$ cat src/rtl/tx_encode.sv
// tx_encode: transmit-side encoder for the 10-bit checksummed codeword.
//
// Payload words (7 bits) arrive on a valid/ready handshake and are buffered
// in a DEPTH-entry FIFO together with a per-word error-injection flag. The
// FIFO head is encoded and loaded into a registered output stage:
//   out_word[9:7] = ~popcount(payload[5:0])  (bit 7 inverted if inj_err)
//   out_word[6:0] = payload
//
// Ports:
//   clk        rising-edge clock
//   rst_n      asynchronous active-low reset
//   in_valid   payload offered
//   in_ready   encoder can accept payload (low while in reset or FIFO full)
//   in_data    7-bit payload word
//   inj_err    captured with in_data; corrupts that word's checksum
//   out_valid  out_word holds a codeword
//   out_ready  downstream accepts out_word
//   out_word   {checksum[2:0], payload[6:0]}
//   fill       FIFO occupancy (output register not counted)
//   count      codewords delivered, wrapping at 16 bits
module tx_encode #(
  parameter int DEPTH = 4,
  parameter int AW    = 2
) (
  input  logic          clk,
  input  logic          rst_n,
  input  logic          in_valid,
  output logic          in_ready,
  input  logic [6:0]    in_data,
  input  logic          inj_err,
  output logic          out_valid,
  input  logic          out_ready,
  output logic [9:0]    out_word,
  output logic [AW:0]   fill,
  output logic [15:0]   count
);

  localparam logic [AW:0] FULL_LVL = (AW+1)'(DEPTH);

  // Each entry is {inj_err, payload}.
  logic [7:0]    mem [DEPTH];

  logic [AW-1:0] wr_ptr_reg;
  logic [AW-1:0] rd_ptr_reg;
  logic [AW:0]   fill_reg;
  logic [AW:0]   fill_next;
  logic          out_valid_reg;
  logic [9:0]    out_word_reg;
  logic [15:0]   count_reg;

  logic          full;
  logic          push;
  logic          pop;
  logic [7:0]    head;
  logic [2:0]    ones;
  logic [2:0]    chk;
  logic [9:0]    enc_word;

  assign full     = (fill_reg == FULL_LVL);
  // Gated by rst_n so nothing is advertised (or accepted) during reset.
  assign in_ready = rst_n && !full;
  assign push     = in_valid && in_ready;
  // Refill the output stage whenever it is empty or being drained this cycle.
  // Uses the registered fill, so a word pushed this cycle is never popped
  // in the same cycle (no pass-through) and unwritten entries are never read.
  assign pop      = (!out_valid_reg || out_ready) && (fill_reg != '0);

  assign head = mem[rd_ptr_reg];

  always_comb begin
    ones = '0;
    for (int i = 0; i < 6; i++) begin
      ones = ones + {2'b00, head[i]};
    end
  end

  assign chk = ~ones;
  // The injected error flips only bit 7 (checksum LSB), after encoding.
  assign enc_word = {chk[2], chk[1], chk[0] ^ head[7], head[6:0]};

  always_comb begin
    fill_next = fill_reg;
    case ({push, pop})
      2'b10:   fill_next = fill_reg + (AW+1)'(1);
      2'b01:   fill_next = fill_reg - (AW+1)'(1);
      default: fill_next = fill_reg;
    endcase
  end

  // Storage has no reset; stale contents are unreachable once pointers clear.
  always_ff @(posedge clk) begin
    if (push) begin
      mem[wr_ptr_reg] <= {inj_err, in_data};
    end
  end

  always_ff @(posedge clk or negedge rst_n) begin
    if (!rst_n) begin
      wr_ptr_reg    <= '0;
      rd_ptr_reg    <= '0;
      fill_reg      <= '0;
      out_valid_reg <= 1'b0;
      out_word_reg  <= 10'h000;
      count_reg     <= 16'h0000;
    end else begin
      if (push) begin
        wr_ptr_reg <= wr_ptr_reg + AW'(1);
      end
      if (pop) begin
        rd_ptr_reg <= rd_ptr_reg + AW'(1);
      end
      fill_reg <= fill_next;

      if (pop) begin
        out_valid_reg <= 1'b1;
        out_word_reg  <= enc_word;
      end else if (out_ready) begin
        // Drained with nothing to replace it; out_word keeps its last value.
        out_valid_reg <= 1'b0;
      end

      if (out_valid_reg && out_ready) begin
        count_reg <= count_reg + 16'd1;
      end
    end
  end

  assign out_valid = out_valid_reg;
  assign out_word  = out_word_reg;
  assign fill      = fill_reg;
  assign count     = count_reg;

endmodule
$ cat config.mk
export PLATFORM = sky130hd
export DESIGN_NAME = tx_encode
export DESIGN_NICKNAME = d
export VERILOG_FILES = /design/src/rtl/tx_encode.sv
export SDC_FILE = /design/constraint.sdc
export NUM_CORES = 1
export LEC_CHECK = 0
export CORE_ASPECT_RATIO = 2
export CORE_UTILIZATION = 55
export CTS_BUF_LIST = sky130_fd_sc_hd__clkbuf_2 sky130_fd_sc_hd__clkbuf_4 sky130_fd_sc_hd__clkbuf_8
export DETAILED_ROUTE_END_ITERATION = 10
export PLACE_DENSITY = 0.81
export SLEW_MARGIN = 20
export SYNTH_ARGS = -nofsm -noshare
export SYNTH_HDL_FRONTEND = slang
export SYNTH_SLANG_ARGS = --single-unit
$ cat constraint.sdc
create_clock -name clk -period 3.6 [get_ports clk]
set_input_delay 0.72 -clock clk [delete_from_list [all_inputs] [get_ports clk]]
set_output_delay 0.72 -clock clk [all_outputs]
set_load 0.05 [all_outputs]
==> results of run 1 <==
-- path summary, 6_finish.rpt --
kind / from / cells after the start / to / slack, ns
worst max register to register: rd_ptr_reg[0] / 9 / out_word[8] / 0.42
worst min-delay path: count[15] / 1 / count[15] / 0.48
worst min register to register: count[15] / 1 / count[15] / 0.48
worst max-delay path: rd_ptr_reg[0] / 9 / out_word[8] / 0.42
min in group asynchronous: rst_n / 2 / out_word[4] / 0.89
max in group asynchronous: rst_n / 2 / count[6] / 2.39
-- power groups by stage --
stage          Sequential, mW  Clock, mW  Combinational [mW]
6_report                 1.14      0.755                1.50
2_1_floorplan            1.49          0               0.721
5_1_grt                  1.16      0.797                1.65
3_3_place_gp             1.13          0                1.45
3_5_place_dp             1.15          0                1.51
4_1_cts                  1.14      0.769                1.53
-- kinds of logic (layout without fill, tap and decap cells) --
logic type,count (synthesis),count (layout),share of synthesized area
adders and majority gates,11,11,0.0595
xor gates and xnor gates,22,22,0.0684
and+or+nand+nor,33,33,0.0684
muxes,21,21,0.118
buffers and inverters,21,78,0.0337
AOI/OAI and AO/OA,3,3,0.00932
DFF,66,66,0.643
-- critical path, delay by kind of cell, from the launching register on --
kind	cells	cell delay (ns)
DFF	1	0.48
buffers and inverters	3	0.16
adders and majority gates	4	1.59
muxes	2	0.85
-- routing by layer --
metal	global-route usage	share of wire
met1	0.225	0.34
met2	0.426	0.60
met3	0.0731	0.036
met4	0.105	0.021
met5	0	0
-- synthesized netlist by cell type --
cell | n | area, um^2
xnor2_1 | 14 | 123
nand4_4 | 1 | 21.3
mux2_4 | 2 | 30.0
buf_4 | 2 | 15.0
dfrtp_1 | 34 | 851
buf_6 | 1 | 11.3
nand4_1 | 4 | 25.0
nor2_1 | 4 | 15.0
xor2_1 | 8 | 70.1
and2_1 | 2 | 12.5
and4_1 | 1 | 8.76
nor3_1 | 4 | 20.0
mux4_2 | 8 | 180
inv_1 | 17 | 63.8
a21oi_2 | 1 | 8.76
nand2_1 | 5 | 18.8
mux2i_1 | 1 | 10.0
fa_1 | 4 | 80.1
o21ai_0 | 1 | 5.00
edfxtp_1 | 32 | 961
nand3_1 | 4 | 20.0
and3_2 | 1 | 7.51
ha_1 | 7 | 87.6
mux2_2 | 10 | 113
and3_1 | 7 | 43.8
clkbuf_2 | 1 | 5.00
a31oi_2 | 1 | 12.5
-- final cells by class --
class | count | area share
flip-flops and latches | 66 | 0.509
multi-input cells | 90 | 0.256
clock buffers | 10 | 0.0369
repair buffers | 45 | 0.127
clock inverters | 6 | 0.0323
inverters | 17 | 0.0179
well taps | 57 | 0.0200
-- per-stage QoR --
stage	power, mW	std cells	worst slack [ns]	utilization
after detailed placement	2.66	275	0.429	0.675
after floorplan	2.22	177	0.524	-
after global routing	3.61	291	0.277	0.725
final	3.39	291	0.418	0.725
after global placement	2.58	275	0.523	0.675
after CTS	3.44	291	0.397	0.725
==> impl_metrics.tcl, run 1 <==
set metrics [dict create \
    outcome "complete, no violations" \
    synth-seq-cells 66 \
    crit_chain "mux4_2, fa_1, inv_1, fa_1, inv_1, ha_1, inv_1, fa_1, mux2_2" \
    grt_usage 0.232 \
    period_share 0.884 \
    cpMaxStageDelayCell "mux4_2" \
    floorplan.initialDensity 0.574 \
    crit_type "reg2reg" \
    drive_gt1_frac 0.188 \
    detail_route.iter0.violations 21 \
    max_stage_delay_ns 0.58 \
    setup-tns-final_ns 0 \
    gp_congestion 0.709 \
    final_common_cell "clkdlybuf4s50_1" \
    clock-skew-final_ns 0.00618 \
    viasPerCell 5.42 \
    combPwrFrac 0.441 \
    p_seq_frac 0.336 \
    nFillCells 325 \
    dieHeight_um 103 \
    ant_nets 0 \
    grt_pass1_wl_mm 8.51 \
    cts_resized 0 \
    syn_nets 200 \
    power.internal_mw 2.10 \
    coreArea_um2 4910 \
    fp.dieArea_um2 5430 \
    synth_cell_types 27 \
    seq_area_um2 1810 \
    p_per_area_nw_per_um2 953 \
    p_leak_nw 1.45 \
    nets 252 \
    multi_input_area_um2 912 \
    finalSetupViolations 0 \
    cts_tree "done" \
    grt_max_degree 35 \
    grt_setup_unrepaired "no" \
    switching_share 0.382 \
    clock.fmax_mhz 314 \
    cp-start-kind "flop" \
    grt_pass1_vias 1773 \
    clkPwrFrac 0.223 \
    layout_common_cells "41 x clkdlybuf4s50_1, 34 x dfrtp_1, 32 x edfxtp_1" \
    detail_route.wl_per_cell_um 18.0 \
    clk_latency_ns 0.35 \
    hold_path_class "reg2reg" \
    antenna_cells 0 \
    area_growth_pct 26.2 \
    critPathArrivalTime_ns 3.41 \
    firstDrtPassIters 4 \
    synth_area_per_cell_um2 15.9 \
    post_dp_cell_area_um2 3310 \
    period_needed_ns 3.18 \
    synthCells 177 \
    overflow 0 \
    antenna_found_initial 0 \
    path_max_fanout 4 \
    largest_reg_flops 32 \
    hold_viol 0 \
    drc_errors 0 \
    io_pins 43 \
    cts_max_level 3 \
    slew_headroom 0.658 \
    maxCapViolations 0 \
    whs_ns 0.477 \
    endpoint_kind "flop" \
    clock-sinks 66 \
    cts_root_buf "clkbuf_8" \
    rows 36 \
    design_area_um2 3560 \
    ir_worst_vdd_uv 748 \
    die_w_um 52.6 \
    clock_path_buffers 2 \
    ys_warn_count 0 \
    cts-hold-fix-buffers 0 \
    numPortBuffers 42 \
    yosysSeqAreaShare 0.643 \
    dpl.hpwl_mm 3.81 \
    drv_slew 0 \
    path_clk_slew_ns 0.07 \
    tightestPinTransition_ns 0.512 \
    cts_buffers 9 \
    vias 1576 \
    cp.required_ns 3.83 \
    syn_area_um2 2820 \
    switchingPower_mw 1.30 \
    wl_mm 5.25 \
    post_cts_buffers 0 \
]
No activity file was read; power rests on OpenSTA's default activity.
==> run 2, diff against run 1 <==
SKIP_LAST_GASP = 1   (was not set)
==> results of run 2 <==
Same layout as run 1: the final DEF is identical, and so are final timing and power.
==> run 3, diff against run 2 <==
CORE_MARGIN = 10   (was not set)
==> impl_metrics.tcl, run 3 (synthesis gave the netlist of run 1 again) <==
set metrics [dict create \
    cp-start-kind "flop" \
    cts-hold-fix-buffers 0 \
    drc_errors 0 \
    grt_usage 0.144 \
    ant_nets 0 \
    io_pins 43 \
    overflow 0 \
    layoutNonFillerInstCount 291 \
    rows 36 \
    clock-sinks 66 \
    max_stage_delay_ns 0.57 \
    hold_viol 0 \
    cpMaxStageDelayCell "mux4_2" \
    cts_tree "done" \
    outcome "complete, no violations" \
    cts_buffers 9 \
    cts_root_buf "clkbuf_8" \
    grt_max_degree 35 \
    cts_resized 0 \
    area_growth_pct 24.0 \
    dieHeight_um 121 \
    maxCapViolations 0 \
    hold_depth 1 \
    layout_common_cells "41 x clkdlybuf4s50_1, 34 x dfrtp_1, 32 x edfxtp_1" \
    p_leak_nw 1.43 \
    setup-tns-final_ns 0 \
    vias 1588 \
    period_needed_ns 3.19 \
    cp.required_ns 3.82 \
    clock-skew-final_ns 0.00429 \
    largest_reg_flops 32 \
    drv_slew 0 \
    detail_route.iter0.violations 89 \
    die_w_um 70.6 \
    critPathArrivalTime_ns 3.41 \
    antenna_cells 0 \
    rr_worst_depth 9 \
    wl_mm 5.64 \
    floorplan.initialDensity 0.574 \
    detail_route.wl_per_cell_um 19.4 \
    finalSetupViolations 0 \
    cts_max_level 3 \
    clk_latency_ns 0.34 \
    tightestPinTransition_ns 0.522 \
    fp.dieArea_um2 8560 \
    dpl.hpwl_mm 4.31 \
    post_cts_buffers 0 \
    endpoint_kind "flop" \
    grt_setup_unrepaired "no" \
    ir_worst_vdd_uv 583 \
    path_clk_slew_ns 0.07 \
    grt_pass1_wl_mm 9.46 \
    period_share 0.886 \
    crit_type "reg2reg" \
    firstDrtPassIters 4 \
    coreArea_um2 4910 \
    nFillCells 319 \
    numPortBuffers 42 \
    hold_path_class "reg2reg" \
    final_common_cell "clkdlybuf4s50_1" \
    grt_pass1_vias 1832 \
    drive_gt1_frac 0.175 \
    viasPerCell 5.46 \
    path_max_fanout 4 \
    p_per_area_nw_per_um2 931 \
    antenna_found_initial 0 \
    place_inst 275 \
    crit_chain "mux4_2, fa_1, inv_1, fa_1, inv_1, ha_1, inv_1, fa_1, mux2_2" \
    clock_path_buffers 2 \
    slew_headroom 0.651 \
    nets 252 \
    gp_congestion 0.813 \
    clock.fmax_mhz 313 \
]
## run 3: final cells by class
class,count,area [um^2],share of cell area
repair buffers,45,453,0.130
inverters,17,63.8,0.0183
multi-input cells,90,912,0.261
clock buffers,9,124,0.0354
well taps,57,71.3,0.0204
flip-flops and latches,66,1810,0.518
clock inverters,7,60.1,0.0172
## run 3: metal layers
metal / routed length, um / global-route usage
met1: 1880 / 0.130
met2: 3220 / 0.262
met3: 370 / 0.0565
met4: 172 / 0.0803
met5: 0 / 0
## run 3: worst paths after layout
check / slack [ns] / start / endpoint
worst max-delay path: 0.41 / rd_ptr_reg[0] / out_word[8]
worst min-delay path: 0.48 / count[15] / count[15]
worst max register to register: 0.41 / rd_ptr_reg[0] / out_word[8]
worst min register to register: 0.48 / count[15] / count[15]
max in group asynchronous: 2.36 / rst_n / wr_ptr_reg[0]
min in group asynchronous: 0.92 / rst_n / rd_ptr_reg[0]
## run 3: worst max-delay path: cells and delay by family (launching register included)
kind                       cells  cell delay (ns)
DFF                            1             0.46
muxes                          2             0.85
buffers and inverters          3             0.16
adders and majority gates      4             1.60
## run 3: where the power goes
| group | leakage, nW | total, mW | internal (mW) | switching, mW |
|---|---|---|---|---|
| combinational | 0.635 | 1.54 | 0.653 | 0.886 |
| sequential | 0.699 | 1.14 | 0.982 | 0.159 |
| clock | 0.0955 | 0.573 | 0.311 | 0.262 |
## run 3: metrics by stage
stage,utilization,hold slack (ns),setup WS (ns),total power [mW],instance area [um^2]
2_1_floorplan,-,0.424,0.524,2.22,2820
3_3_place_gp,0.675,0.457,0.522,2.60,3310
3_5_place_dp,0.675,0.475,0.407,2.71,3310
4_1_cts,0.712,0.488,0.392,3.30,3500
5_1_grt,0.712,0.520,0.286,3.46,3500
6_report,0.712,0.479,0.409,3.25,3500
